<file path="src/rtl/vbm_sched.sv">
// vbm_sched: shares one variable bit-width multiplier (one 16x16 product, or
// two parallel 8x8 lanes) between two requesters.
//
// Issue policy:
//   - Coincident 8-bit requests are paired into one parallel-mode issue.
//   - Other contention is granted round-robin.
//   - A lone 8-bit request waits up to PAIR_WAIT cycles for a partner.
// The product travels down a LAT-deep pipeline, tagged with its owner(s)
// and the mode, and is steered back to the owning requester(s).
//
// Optional feature: define VBM_SCHED_STATS_EN to enable the three wrapping
// issue counters. Without it, the stat outputs are tied to 0.
//
// Ports:
//   clk, rst                  clock, synchronous active-high reset
//   req_valid/ready/mode[1:0] per-requester handshake; mode 1 = 8-bit op
//   req_a0/b0, req_a1/b1      16-bit operands (8-bit ops use [7:0])
//   rsp_valid[1:0]            one-cycle response pulse per requester
//   rsp_p0, rsp_p1            products; they hold between pulses
//   stat_n16/npair/nsgl8      issue counters
module vbm_sched #(
    parameter int LAT       = 2,
    parameter int PAIR_WAIT = 3,
    parameter int CNT_W     = 16
) (
    input  logic             clk,
    input  logic             rst,
    input  logic [1:0]       req_valid,
    output logic [1:0]       req_ready,
    input  logic [1:0]       req_mode,
    input  logic [15:0]      req_a0,
    input  logic [15:0]      req_b0,
    input  logic [15:0]      req_a1,
    input  logic [15:0]      req_b1,
    output logic [1:0]       rsp_valid,
    output logic [31:0]      rsp_p0,
    output logic [31:0]      rsp_p1,
    output logic [CNT_W-1:0] stat_n16,
    output logic [CNT_W-1:0] stat_npair,
    output logic [CNT_W-1:0] stat_nsgl8
);

    typedef enum logic [0:0] {IDLE = 1'b0, WAIT_PAIR = 1'b1} state_e;

    localparam int CW = (PAIR_WAIT > 1) ? $clog2(PAIR_WAIT) : 1;
    // Register stages in front of the output registers.
    localparam int SD = (LAT > 1) ? LAT - 1 : 1;

    state_e        state_q, state_d;
    logic [CW-1:0] cnt_q, cnt_d;
    logic          rr_q, rr_d;

    logic          issue_s;
    logic          para_s;
    logic [1:0]    own_s;
    logic [1:0]    ready_s;
    logic [15:0]   ma_s, mb_s;
    logic          gsel_s;
    logic [15:0]   ga_s, gb_s;
    logic [31:0]   prod_s;

    logic [SD-1:0] pv_q;
    logic [2:0]    ptag_q [SD];   // {owner1, owner0, para_mode}
    logic [31:0]   pp_q   [SD];

    logic          feed_v_s;
    logic [2:0]    feed_tag_s;
    logic [31:0]   feed_p_s;

    logic [1:0]    rsp_valid_q;
    logic [31:0]   rsp_p0_q, rsp_p1_q;

    // Requester that would be served: rr on contention, else the lone valid one.
    assign gsel_s = (req_valid == 2'b11) ? rr_q : req_valid[1];
    assign ga_s   = gsel_s ? req_a1 : req_a0;
    assign gb_s   = gsel_s ? req_b1 : req_b0;

    // Issue decision, operand steering and pair-wait FSM next state.
    always_comb begin
        state_d = state_q;
        cnt_d   = cnt_q;
        rr_d    = rr_q;
        issue_s = 1'b0;
        para_s  = 1'b0;
        own_s   = 2'b00;
        ma_s    = 16'h0000;
        mb_s    = 16'h0000;
        if (req_valid == 2'b11 && req_mode == 2'b11) begin
            // Pair: requester 0 in the lo lane, requester 1 in the hi lane.
            state_d = IDLE;
            issue_s = 1'b1;
            para_s  = 1'b1;
            own_s   = 2'b11;
            ma_s    = {req_a1[7:0], req_a0[7:0]};
            mb_s    = {req_b1[7:0], req_b0[7:0]};
        end else if (req_valid == 2'b00) begin
            state_d = IDLE;
        end else begin
            // Contention (rr grant) or a lone request.
            // A lone 8-bit request may hold off to wait for a partner.
            if (req_valid == 2'b11 || !req_mode[gsel_s] ||
                (state_q == WAIT_PAIR && cnt_q == CW'(0)) ||
                (state_q == IDLE && PAIR_WAIT == 0)) begin
                state_d = IDLE;
                issue_s = 1'b1;
                own_s   = gsel_s ? 2'b10 : 2'b01;
                if (req_valid == 2'b11) begin
                    rr_d = ~rr_q;
                end else begin
                    rr_d = rr_q;
                end
                if (req_mode[gsel_s]) begin
                    // Single 8-bit op in its own lane; the other lane gets zeros.
                    para_s = 1'b1;
                    ma_s   = gsel_s ? {ga_s[7:0], 8'h00} : {8'h00, ga_s[7:0]};
                    mb_s   = gsel_s ? {gb_s[7:0], 8'h00} : {8'h00, gb_s[7:0]};
                end else begin
                    ma_s = ga_s;
                    mb_s = gb_s;
                end
            end else if (state_q == IDLE) begin
                state_d = WAIT_PAIR;
                cnt_d   = CW'(PAIR_WAIT - 1);
            end else begin
                cnt_d = cnt_q - CW'(1);
            end
        end
    end

    assign ready_s   = own_s;
    assign req_ready = rst ? 2'b00 : ready_s;

    // Variable-width multiplier: two independent 8x8 lanes, or one 16x16 product.
    always_comb begin
        prod_s = 32'h0000_0000;
        if (para_s) begin
            prod_s[15:0]  = {8'h00, ma_s[7:0]}  * {8'h00, mb_s[7:0]};
            prod_s[31:16] = {8'h00, ma_s[15:8]} * {8'h00, mb_s[15:8]};
        end else begin
            prod_s = {16'h0000, ma_s} * {16'h0000, mb_s};
        end
    end

    // FSM state, wait counter and round-robin pointer.
    always_ff @(posedge clk) begin
        if (rst) begin
            state_q <= IDLE;
            cnt_q   <= CW'(0);
            rr_q    <= 1'b0;
        end else begin
            state_q <= state_d;
            cnt_q   <= cnt_d;
            rr_q    <= rr_d;
        end
    end

    // Product pipeline with owner/mode tags; the valids are cleared on reset.
    always_ff @(posedge clk) begin
        if (rst) begin
            pv_q <= '0;
            for (int k = 0; k < SD; k++) begin
                ptag_q[k] <= 3'b000;
                pp_q[k]   <= 32'h0000_0000;
            end
        end else begin
            pv_q[0]   <= issue_s;
            ptag_q[0] <= {own_s, para_s};
            pp_q[0]   <= prod_s;
            for (int k = 1; k < SD; k++) begin
                pv_q[k]   <= pv_q[k-1];
                ptag_q[k] <= ptag_q[k-1];
                pp_q[k]   <= pp_q[k-1];
            end
        end
    end

    // With LAT == 1 the output registers are fed directly by the issue stage.
    generate
        if (LAT == 1) begin : g_feed_direct
            assign feed_v_s   = issue_s;
            assign feed_tag_s = {own_s, para_s};
            assign feed_p_s   = prod_s;
        end else begin : g_feed_pipe
            assign feed_v_s   = pv_q[SD-1];
            assign feed_tag_s = ptag_q[SD-1];
            assign feed_p_s   = pp_q[SD-1];
        end
    endgenerate

    // Response registers: steer lane or full product to owners, hold otherwise.
    always_ff @(posedge clk) begin
        if (rst) begin
            rsp_valid_q <= 2'b00;
            rsp_p0_q    <= 32'h0000_0000;
            rsp_p1_q    <= 32'h0000_0000;
        end else begin
            rsp_valid_q <= feed_v_s ? feed_tag_s[2:1] : 2'b00;
            if (feed_v_s && feed_tag_s[1]) begin
                rsp_p0_q <= feed_tag_s[0] ? {16'h0000, feed_p_s[15:0]} : feed_p_s;
            end else begin
                rsp_p0_q <= rsp_p0_q;
            end
            if (feed_v_s && feed_tag_s[2]) begin
                rsp_p1_q <= feed_tag_s[0] ? {16'h0000, feed_p_s[31:16]} : feed_p_s;
            end else begin
                rsp_p1_q <= rsp_p1_q;
            end
        end
    end

    assign rsp_valid = rsp_valid_q;
    assign rsp_p0    = rsp_p0_q;
    assign rsp_p1    = rsp_p1_q;

`ifdef VBM_SCHED_STATS_EN
    logic [CNT_W-1:0] n16_q, npair_q, nsgl8_q;

    // Wrapping issue counters, split by issue kind.
    always_ff @(posedge clk) begin
        if (rst) begin
            n16_q   <= '0;
            npair_q <= '0;
            nsgl8_q <= '0;
        end else if (issue_s) begin
            if (!para_s) begin
                n16_q <= n16_q + CNT_W'(1);
            end else if (own_s == 2'b11) begin
                npair_q <= npair_q + CNT_W'(1);
            end else begin
                nsgl8_q <= nsgl8_q + CNT_W'(1);
            end
        end else begin
            n16_q   <= n16_q;
            npair_q <= npair_q;
            nsgl8_q <= nsgl8_q;
        end
    end

    assign stat_n16   = n16_q;
    assign stat_npair = npair_q;
    assign stat_nsgl8 = nsgl8_q;
`else
    assign stat_n16   = '0;
    assign stat_npair = '0;
    assign stat_nsgl8 = '0;
`endif

endmodule

</file>
<file path="config.mk">
export PLATFORM = sky130hd
export DESIGN_NAME = vbm_sched
export DESIGN_NICKNAME = d
export VERILOG_FILES = /design/src/rtl/vbm_sched.sv
export SDC_FILE = /design/constraint.sdc
export NUM_CORES = 1
export LEC_CHECK = 0
export BUFFER_PORTS_ARGS = -buffer_cell sky130_fd_sc_hd__buf_2
export CORE_UTILIZATION = 45
export DETAILED_ROUTE_END_ITERATION = 10
export GPL_TIMING_DRIVEN = 0
export PLACE_DENSITY = 0.68
export SKIP_LAST_GASP = 1
export SLEW_MARGIN = 25
export SYNTH_ARGS = -nofsm -noshare
export SYNTH_HDL_FRONTEND = slang
export SYNTH_SLANG_ARGS = --single-unit
</file>
<file path="constraint.sdc">
create_clock -name clk -period 11.3 [get_ports clk]
set_input_delay 1.695 -clock clk [delete_from_list [all_inputs] [get_ports clk]]
set_output_delay 1.695 -clock clk [all_outputs]
set_load 0.02 [all_outputs]
</file>
==> summary.txt <==
Pwr
  • Max IR drop VDD: roughly 0.00014 V
  • Lkg Pwr: slightly above 0.009 uW
  • Power density over the cells: around 110 nW/um2

Clocking
  • Worst-Skew Late Latency: about 0.34 ns
  • CTS-repair resized insts: 0
  • CTS H-tree lvls: 3
  • CTS max path bufs: 2
  • Clk sinks: between 100 and 150
  • # hold bufs at CTS: 0
  • Post-CTS setup repair buffer count: 0
  • Clock transition at path regs: ~0.070 ns
  • Num CTS Buffers: 9
  • CTS tree: built
  • CTS Root Cell: clkbuf_16

STA
  • Setup TNS: 0 ns
  • Final Critical Period: 9.68 ns
  • Max Clk Rate: between 100 and 150 MHz
  • Hold Vio Cnt, Final: 0
  • Worst-case clock skew: roughly 0.0073 ns
  • Setup violations, final: 0
  • RSZ-0062 raised after global routing: no
  • Final period utilization: 0.857
  • Relative slew slack: 0.370
  • Slew Limit Fails: 0
  • Worst-Margin Slew: 0.938 ns

Setup path
  • Crit path DAT: 9.91 ns
  • Reg2Reg Setup Slack: ~2.7 ns
  • Crit path top cell by count: fa_1
  • Worst path max stage delay: about 0.75 ns
  • Slowest CP cell: a22oi_1
  • Critical path origin: req_valid[1]
  • Endpoint type of the worst setup path: register
  • R2R cell count: 27
  • WS Path Type: in -> reg
  • Crit path capture: pp_q[0][24]
  • Worst Path Required: 11.52 ns
  • Critical Path Source Type: primary input
  • CP max FO: 10
  • Crit Reg-Reg Endpoint: pp_q[0][24]
  • R2r startpoint: cnt_q[0]

Layout
  • Ratio of cells with drive above 1 in the final layout: 0.117
  • Design area: approximately 18000 um2
  • Nets: around 2600
  • Area Growth Syn to Fin: 10.7%
  • Filler cell count: 3411
  • Number of diodes: 0

Die
  • Die X: 192 um
  • Die extent in y: a little under 200 um
  • Std cell rows: between 60 and 70
  • Total die area: roughly 37000 um2
  • Starting density of the core: 0.458
  • Ports: 186
  • Core ar.: 35600 um2

Status
  • Status: finished clean

Detailed routing
  • DRC viols: 0
  • WL/cell: 19.0 um
  • Via/cell ratio: between 5 and 6
  • Final wirelength: 49.6 mm
  • First drt pass iteration count: 5
  • Post-route ant nets: 0
  • Number of DRC markers in iteration 0: slightly above 1000
  • Via count: around 14000

Logic synthesis
  • Async SR Flop Fraction: 0
  • Register area share after synthesis: 0.130
  • Xor/xnor share of the synthesized area: 0.0226
  • Synthesized area per cell: around 8.3 um2
  • Post-Synth Adder-Cell Area: 0.430
  • Main combinational cell family by area after synthesis: adder cells
  • Post-synthesis mux area share: 0.0209
  • Synth cell types: 75
  • Ys flop type: dfxtp_1
  • Simple-Gate Fraction of Synth Area: 0.157
  • Post-synth EDFFs: 0
  • Number of synthesized register bits: ~110
  • Ys Warns: 0
  • Synthesized instance count: between 1500 and 2000
  • Cell Area, Synth: 16300 um2
  • Compound-Gate Fraction of Synth Area: 0.114

GRT
  • Initial antenna violation count: 0
  • Total GRT Usage: 0.278
  • Gr ovfl total: 0
  • Pin count of the biggest net entering global routing: 17
  • First-pass GRT wire length: roughly 80 mm
  • Vias in the first global route: between 10000 and 15000

Place
  • DP Area: 17700 um2
  • GP Congestion: about 1.0
  • HPWL after detailed placement: about 43 mm
  • PortBufs: roughly 140

Run
  • Max Cap Viol: 0

Worst hold path
  • Class of the worst hold path: reg -> reg
==> layer usage <==
layer | global-route usage | vias to the layer above | part of all wire
li1 | - | 6428 | -
met1 | 0.370 | 6818 | 0.42
met2 | 0.464 | 618 | 0.46
met3 | 0.0402 | 97 | 0.083
met4 | 0.0899 | 0 | 0.034
met5 | 0 | - | 0
==> cells by family (layout without fill, tap and decap cells) <==
family	after synthesis	after routing
AND/OR/NAND/NOR	610	610
XOR/XNOR	42	42
flip-flops	106	106
adder cells (fa/ha/maj)	410	410
multiplexers	34	34
buffers and inverters	474	624
other	1	48
AO/OA/AOI/OAI	277	277
==> worst min-delay path by stage <==
stage / slack [ns] / to / from / cells past startpoint
2_1_floorplan: 0.43 / rsp_p0[0] / pp_q[0][0] / 2
6_report: 0.45 / rsp_p1[20] / rsp_p1[20] / 2
4_1_cts: 0.46 / rsp_p1[20] / rsp_p1[20] / 2
3_5_place_dp: 0.44 / rsp_p0[5] / rsp_p0[5] / 2
3_3_place_gp: 0.44 / rsp_p0[4] / rsp_p0[4] / 2
5_1_grt: 0.48 / rsp_p0[4] / rsp_p0[4] / 2
==> report_power, final <==
group          internal (uW)  total, uW  switching [uW]
combinational            475       1260             786
sequential               413        443            30.0
clock                    177        311             134
==> through the flow <==
stage	hold slack, ns	std cells	worst slack, ns	total power (uW)	util
2_1_floorplan	0.431	2001	2.90	1310	-
3_3_place_gp	0.444	2597	1.48	1660	0.498
4_1_cts	0.455	2612	1.79	1990	0.506
3_5_place_dp	0.444	2597	1.46	1680	0.498
6_report	0.451	2612	1.62	2020	0.506
5_1_grt	0.476	2612	1.42	2180	0.506
==> cells in the final DEF, fill, tap and decap left out, drive strengths merged, types with 6 or more instances in the layout <==
master  instances
inv           353
mux2i          34
clkbuf         56
a21oi          93
and2           12
ha            161
o22ai           6
xor2           25
a21o           25
nor3           13
fa            249
xnor2          17
a22o           10
o21ai          43
nor2b          23
o21a           17
dfxtp         106
or2             7
conb           48
nand3          19
nand2         310
a211oi         26
nand2b         11
nor2          190
or3             6
a22oi          16
buf           212
==> critical path, delay by kind of cell <==
family / cells / cell delay, ns
and+or+nand+nor: 4 / 0.82
buffers and inverters: 7 / 1.04
AOI/OAI and AO/OA: 9 / 3.02
adders and majority gates: 7 / 3.33
==> state kept, by name, indices dropped and copies added, names as in the netlist <==
| signal | count |
|---|---|
| cnt_q | 2 |
| feed_v_s | 1 |
| pp_q | 32 |
| ptag_q | 3 |
| rr_q | 1 |
| rsp_p0 | 32 |
| rsp_p1 | 32 |
| rsp_valid | 2 |
| state_q | 1 |
==> cells in the mapped netlist, types with 26 or more instances <==
cell      number  area, um2
ha_1         161       2010
o21ai_0       28        140
nor2_1       189        709
fa_1         249       4980
mux2i_1       34        340
clkbuf_1      42        158
buf_4         50        375
nand2_1      310       1160
a21oi_1       93        465
dfxtp_1      106       2120
inv_1        352       1320
a211oi_1      26        195
==> final cells by class <==
type	instances	area [um2]	area share
plain buffers	122	704	0.0391
clock buffers	11	243	0.0135
clock inverters	4	51.3	0.00285
inverters	352	1320	0.0734
multi-input cells	1421	12300	0.684
flip-flops and latches	106	2120	0.118
well taps	461	577	0.0320
repair buffers	135	676	0.0375
Note: power is estimated with default switching activity, not from simulation.
